--- src/rtl/sr_mon_pkg.sv ---
// +--------------------------------------------------------------------+
// | sr_mon_pkg : shared types and constants for the SR latch monitor   |
// | Rev 1.0                                                            |
// +--------------------------------------------------------------------+
`default_nettype none

package sr_mon_pkg;

  typedef enum logic [1:0] {
    ST_UNKNOWN = 2'd0,
    ST_Q0      = 2'd1,
    ST_Q1      = 2'd2,
    ST_FORBID  = 2'd3
  } state_t;

  // A NOR latch with both inputs asserted drives both outputs low.
  localparam logic [1:0] C_FORBID_QQN = 2'b00;

endpackage

`default_nettype wire

--- src/rtl/sync2.sv ---
// +--------------------------------------------------------------------+
// | sync2 : parameterised-width two-flop synchronizer, async reset     |
// | Rev 1.0                                                            |
// +--------------------------------------------------------------------+
`default_nettype none

module sync2 #(
  parameter int WIDTH = 1
) (
  input  logic             clk,
  input  logic             rst_n,
  input  logic [WIDTH-1:0] d,
  output logic [WIDTH-1:0] q
);

  logic [WIDTH-1:0] r_meta;

  always_ff @(posedge clk or negedge rst_n) begin
    if (!rst_n) begin
      r_meta <= '0;
      q      <= '0;
    end else begin
      r_meta <= d;
      q      <= r_meta;
    end
  end

endmodule

`default_nettype wire

--- src/rtl/sr_latch_monitor.sv ---
// +--------------------------------------------------------------------+
// | sr_latch_monitor : predicts SR latch state, flags settled output   |
// | mismatches and forbidden inputs, keeps saturating event counters   |
// | Rev 1.0                                                            |
// +--------------------------------------------------------------------+
`default_nettype none

module sr_latch_monitor
  import sr_mon_pkg::*;
#(
  parameter int SETTLE_CYCLES = 2,
  parameter int CNT_W         = 8
) (
  input  logic             clk,
  input  logic             rst_n,
  input  logic             S,
  input  logic             R,
  input  logic             Q,
  input  logic             Qn,
  output logic             pred_q,
  output logic             pred_valid,
  output logic             forbidden,
  output logic             mismatch,
  output logic [CNT_W-1:0] err_count,
  output logic [CNT_W-1:0] forbid_count
);

  localparam int              SW       = (SETTLE_CYCLES > 0) ? $clog2(SETTLE_CYCLES + 1) : 1;
  localparam logic [SW-1:0]   C_SETTLE = SW'(SETTLE_CYCLES);
  localparam logic [CNT_W-1:0] C_CNT_MAX = {CNT_W{1'b1}};

  logic [3:0]    w_sync;
  logic          w_s, w_r, w_q, w_qn;
  logic [1:0]    w_sr;
  logic [1:0]    w_exp;
  logic          w_change;
  logic          w_fail;
  state_t        r_state;
  state_t        w_next;
  logic [1:0]    r_sr_prev;
  logic [SW-1:0] r_settle;
  logic          r_armed;

  sync2 #(.WIDTH(4)) u_sync (
    .clk   (clk),
    .rst_n (rst_n),
    .d     ({S, R, Q, Qn}),
    .q     (w_sync)
  );

  assign {w_s, w_r, w_q, w_qn} = w_sync;
  assign w_sr     = {w_s, w_r};
  assign w_change = (w_sr != r_sr_prev);

  always_comb begin
    w_next = r_state;
    case (w_sr)
      2'b10:   w_next = ST_Q1;
      2'b01:   w_next = ST_Q0;
      2'b11:   w_next = ST_FORBID;
      default: w_next = (r_state == ST_FORBID) ? ST_UNKNOWN : r_state;
    endcase
  end

  always_comb begin
    w_exp = C_FORBID_QQN;
    if (r_state == ST_Q1)      w_exp = 2'b10;
    else if (r_state == ST_Q0) w_exp = 2'b01;
  end

  assign w_fail = ({w_q, w_qn} != w_exp);

  always_ff @(posedge clk or negedge rst_n) begin
    if (!rst_n) begin
      r_state      <= ST_UNKNOWN;
      pred_q       <= 1'b0;
      pred_valid   <= 1'b0;
      forbidden    <= 1'b0;
      forbid_count <= '0;
    end else begin
      r_state    <= w_next;
      pred_q     <= (w_next == ST_Q1);
      pred_valid <= (w_next == ST_Q0) || (w_next == ST_Q1);
      forbidden  <= (w_next == ST_FORBID);
      if ((w_next == ST_FORBID) && (r_state != ST_FORBID) && (forbid_count != C_CNT_MAX))
        forbid_count <= forbid_count + CNT_W'(1);
    end
  end

  // An input change reloads the settle window and wins over any compare.
  always_ff @(posedge clk or negedge rst_n) begin
    if (!rst_n) begin
      r_sr_prev <= 2'b00;
      r_settle  <= '0;
      r_armed   <= 1'b1;
      mismatch  <= 1'b0;
      err_count <= '0;
    end else begin
      r_sr_prev <= w_sr;
      mismatch  <= 1'b0;
      if (w_change) begin
        r_settle <= C_SETTLE;
        r_armed  <= 1'b1;
      end else if (r_settle != '0) begin
        r_settle <= r_settle - SW'(1);
      end else if (r_state != ST_UNKNOWN) begin
        if (w_fail) begin
          if (r_armed) begin
            mismatch <= 1'b1;
            r_armed  <= 1'b0;
            if (err_count != C_CNT_MAX)
              err_count <= err_count + CNT_W'(1);
          end
        end else begin
          r_armed <= 1'b1;
        end
      end
    end
  end

endmodule

`default_nettype wire

--- config.mk ---
export PLATFORM = sky130hd
export DESIGN_NAME = sr_latch_monitor
export DESIGN_NICKNAME = d
export VERILOG_FILES = /design/src/rtl/sr_mon_pkg.sv /design/src/rtl/sync2.sv /design/src/rtl/sr_latch_monitor.sv
export SDC_FILE = /design/constraint.sdc
export NUM_CORES = 1
export LEC_CHECK = 0
export CORE_AREA = 2 2 44 66
export DETAILED_ROUTE_END_ITERATION = 7
export DIE_AREA = 0 0 46 68
export DONT_BUFFER_PORTS = 1
export GPL_ROUTABILITY_DRIVEN = 0
export HOLD_SLACK_MARGIN = 0.15
export PLACE_DENSITY = 0.85
export SLEW_MARGIN = 10
export SYNTH_ARGS = -nofsm -noshare
export SYNTH_HDL_FRONTEND = slang
export SYNTH_HIERARCHICAL = 1
export SYNTH_SLANG_ARGS = --single-unit
--- constraint.sdc ---
create_clock -name clk -period 2.55 [get_ports clk]
set_input_delay 0.255 -clock clk [delete_from_list [all_inputs] [get_ports clk]]
set_output_delay 0.255 -clock clk [all_outputs]
set_load 0.01 [all_outputs]
# == Word level (Yosys, flattened, before mapping) ==
# Index checks and enable logic that the tools add are counted.
# word_totals
ff_bits,35
wordCells,56
# op_classes
add_sub_neg,3
eq_ne,15
bitwise_logic,2
reduce_logical,9
n_mux,15
# ops
cell,count
$add 8x1->8 const B,2
$ne 8x8->1 const B,2
$eq 2x2->1 const B,6
$mux 1,10
$mux 2,4
$reduce_bool 2->1,4
$eq 2x1->1 const B,3
$pmux 2 s3,1
$reduce_and 6->1,1
$ne 2x2->1,2
$ne 2x2->1 const B,2
$logic_and 1x1->1,2
$not 1->1,2
$reduce_and 2->1,1
$sub 2x1->2 const B,1
$logic_or 1x1->1,1

# == Depth between registers and ports, before layout ==
# logic_depth
word_depth,8
depth_mapped,6

# == Cells and area by module ==
# Netlist, hierarchy kept.
# by_module_without_submodules
module,cells_per_inst,area_per_inst_um2,instances
sr_latch_monitor,109,1282.5,1
sync2,8,200.2,1

# == Least setup slack after synthesis ==
# No wires, ideal clock.
# synth_timing
kind,reg2reg
start,register r_settle[0]
end,register err_count[1]
stages_incl_launch_ff,7
slack_ns,0.756
period_less_slack_ns,1.794
arrival_time_ns,1.666
setup_time_ns,0.128
cell_sequence,dfrtp_1 -> inv_1 -> ha_1 -> o211ai_1 -> or3_4 -> nor3_4 -> mux2_1
# synth_via
elab_chain_cells,3
# synth_rtl
item,line_no,text
start: declaration,sr_latch_monitor.sv:41,logic [SW-1:0] r_settle;
start signal: assignment,sr_latch_monitor.sv:105,r_settle <= r_settle - SW'(1);
$reduce_bool 2->1,sr_latch_monitor.sv:104,end else if (r_settle != '0) begin
$not 1->1 (no line),--,
$reduce_and 6->1 (no line),--,
end signal: assignment,sr_latch_monitor.sv:112,err_count <= err_count + CNT_W'(1);
end: declaration,sr_latch_monitor.sv:24,"output logic [CNT_W-1:0] err_count,"
# No other way between the ends.
# A chain may end at the register's enable or synchronous reset.

# == Final worst setup path ==
# Same ends and word-level chain as after synthesis.

==> impl_metrics.env <==
export IMPL_p_sw_uw=392.7
export IMPL_coreArea_um2=2590
export IMPL_p_leak_uw=0.0007810
export IMPL_final_area_um2=1654
export IMPL_die_area_um2=3128
export IMPL_slowest_stage="dfrtp_1"
export IMPL_postCtsResizedCells=0
export IMPL_initial_utilization_pct=57.25
export IMPL_required_ns=2.72
export IMPL_chipWidth_um=46
export IMPL_viasPerCell=5.871
export IMPL_p_sw_share_pct=30.19
export IMPL_final_common_cell="dfrtp_1"
export IMPL_seq_area_um2=877.1
export IMPL_cts_path_max_buffers=2
export IMPL_cts_buffers=5
export IMPL_syn_instance_count=117
export IMPL_cts_sinks=35
export IMPL_ant_nets=0
export IMPL_ctsRootBufferMaster="clkbuf_8"
export IMPL_firstDrtPassIters=2
export IMPL_synth_nets=127
export IMPL_synth_avg_cell_area_um2=12.67
export IMPL_crit_family="simple AND/OR/NAND/NOR gates"
export IMPL_n_antenna_cell=0
export IMPL_grt_pass1_wl_um=4043
export IMPL_finalSetupViolCount=0
export IMPL_drv_cap=0
export IMPL_cts_tree="yes"
export IMPL_wl_um=2462
export IMPL_worstMarginPinSlew_ns=0.6274
export IMPL_ioPinCount=26
export IMPL_clkPwrFrac_pct=28.8
export IMPL_crit_arrival_ns=2.09
export IMPL_internal_power_uw=908.1
export IMPL_ys_seq_area_share_pct=59.16
export IMPL_dpl_hpwl_um=1737
export IMPL_maxSlewHeadroom_pct=57.92
export IMPL_critical_path_cell_chain="inv_1, ha_1, o211ai_1, or3_4, nor3_4, mux2_1"
export IMPL_n_fill_cell=190
export IMPL_track_usage_pct=19.08
export IMPL_fmax_ghz=0.5213
export IMPL_drcViolationCount=0
export IMPL_period_needed_ns=1.918
export IMPL_finalClockSkew_ns=0.007217
export IMPL_ir_drop_uv=590.7
export IMPL_yosysWarningCount=6
export IMPL_cp_buffers_inverters=1
export IMPL_pwr_share_comb_pct=13.5
export IMPL_finalMaxSlewViolations=0
export IMPL_grt_pass1_vias=972
export IMPL_clock_latency_ns=0.29
export IMPL_finalCritPeriodShare_pct=75.22
export IMPL_hold_viol=0
export IMPL_drt_wirelength_per_cell_um=15.88
export IMPL_placed_area_um2=1503
export IMPL_status="finished, final reports clean"
export IMPL_grt_overflow=0
export IMPL_ys_top_cells_by_area="dfrtp_1, xor2_1, ha_1, a31oi_1, dfstp_2"
export IMPL_fin_nets=139
export IMPL_cpPeakStageDelay_ns=0.39
export IMPL_end_kind="flip-flop"
export IMPL_io_buffers=0
export IMPL_power_per_cell_area_nw_per_um2=786.4
export IMPL_path_class="flip-flop to flip-flop"
export IMPL_multi_input_area_um2=575.6
export IMPL_layout_common_cells="dfrtp_1, xor2_1, nand2_1, a31oi_1"
export IMPL_setup_tns_ns=0
export IMPL_grt_max_degree=36
export IMPL_grt_setup_unrepaired="false"
export IMPL_synth_top_area_share_pct=57.38
export IMPL_crit_fanout=5
export IMPL_antenna_found_initial=0
export IMPL_rows=23
export IMPL_cts_max_level=2
export IMPL_chipHeight_um=68
export IMPL_seqPwrFrac_pct=57.7
export IMPL_yosysUniqueCellTypes=33
export IMPL_dr_first_iter_drc_count=13
export IMPL_r2r_setup_slack_ns=0.63
export IMPL_area_growth_pct=11.56
export IMPL_start_kind="flip-flop"
export IMPL_hold_path_class="flip-flop to flip-flop"
export IMPL_drive_above_1_share_pct=16.15
export IMPL_via_count=910
export IMPL_clk_pin_slew_ns=0.07
export IMPL_yosysTopAreaCell="dfrtp_1"
export IMPL_syn_cell_area_um2=1483
export IMPL_ys_ff_latch=35
==> worst register-to-register path, delay by kind of cell, from the launching register on <==
kind                     cells  cell delay (ns)
buffers and inverters        1             0.07
AND/OR/NAND/NOR              2             0.65
multiplexers                 1             0.35
adder cells (fa/ha/maj)      1             0.22
flip-flops                   1             0.39
AO/OA/AOI/OAI                1             0.13
==> through the flow <==
| stage | power [uW] | util [%] | hold WS, ns | worst slack (ns) | instances |
|---|---|---|---|---|---|
| floorplan | 869.3 | - | -0.04059 | 0.7562 | 117 |
| global placement | 897.3 | 58.02 | -0.03957 | 0.7226 | 141 |
| detailed placement | 917.7 | 58.02 | -0.03971 | 0.6410 | 141 |
| CTS | 1316 | 63.86 | 0.3505 | 0.6171 | 155 |
| global route | 1382 | 63.86 | 0.3636 | 0.5469 | 155 |
| finish | 1301 | 63.86 | 0.3447 | 0.6318 | 155 |
==> state kept, by name (all words and copies together) (netlist names), 2 cells and up <==
name	count
err_count	8
u_sync/r_meta	4
forbid_count	8
u_sync/q	4
r_settle	2
r_state	2
r_sr_prev	2
==> final timing paths <==
path / from / end / depth (start not counted)
worst max-delay path: r_settle[0] / err_count[1] / 6
worst min-delay path: u_sync/r_meta[1] / u_sync/q[1] / 0
worst max register to register: r_settle[0] / err_count[1] / 6
worst min register to register: u_sync/r_meta[1] / u_sync/q[1] / 0
max in group asynchronous: rst_n / r_armed / 2
min in group asynchronous: rst_n / err_count[6] / 2
==> layout make-up <==
type	count	area share [%]
timing repair buffer	6	4.236
tap	25	1.891
multi-input combinational	76	34.80
inverter	5	1.135
clock inverter	1	0.3026
sequential	35	53.03
clock buffer	7	4.614
==> cell usage after synthesis <==
cell	count
dfrtp_1	34
xor2_1	13
a31oi_1	6
nand2_1	6
inv_1	5
nand3_1	5
nor2_1	5
nor3_1	5
ha_1	4
nand4_1	3
and3_1	2
mux2_2	2
nor2b_1	2
nor3b_1	2
nor4_2	2
o211ai_1	2
or2_2	2
or3_4	2
a211o_2	1
a211oi_1	1
and2_1	1
and2_2	1
and4_1	1
buf_6	1
dfstp_2	1
mux2_1	1
nor3_4	1
nor4_1	1
nor4bb_1	1
o211ai_2	1
o21ai_0	1
xnor2_1	1
xnor2_2	1
==> power by group through the flow <==
stage / clock [uW] / sequential [uW] / combinational, uW
floorplan: 0 / 735 / 135
CTS: 385 / 752 / 179
global route: 412 / 761 / 209
detailed placement: 0 / 762 / 156
global placement: 0 / 754 / 143
finish: 375 / 751 / 175
==> repair_timing <==
| item | in CTS | in global routing |
|---|---|---|
| buffers inserted | 0 | 0 |
| endpoints found under the hold margin | 39 | 0 |
| hold buffers | 6 | 0 |
==> logic make-up (layout without fill, tap and decap cells) <==
| family | Yosys count | in the layout | synth area share (%) |
|---|---|---|---|
| and+or+nand+nor | 42 | 42 | 17.89 |
| adders and majority gates | 4 | 4 | 3.376 |
| muxes | 3 | 3 | 2.278 |
| buffers and inverters | 6 | 19 | 2.025 |
| AOI/OAI and AO/OA | 12 | 12 | 5.907 |
| DFF | 35 | 35 | 59.16 |
| xor gates and xnor gates | 15 | 15 | 9.368 |
==> per-layer routing <==
layer	track usage [%]	routed length, um	vias up
met5	0	0	-
met4	10.71	60	0
met3	8.971	137	5
met2	32.81	1348	24
met1	17.71	915	444
li1	-	-	437
No activity file was read; power rests on OpenSTA's default activity.
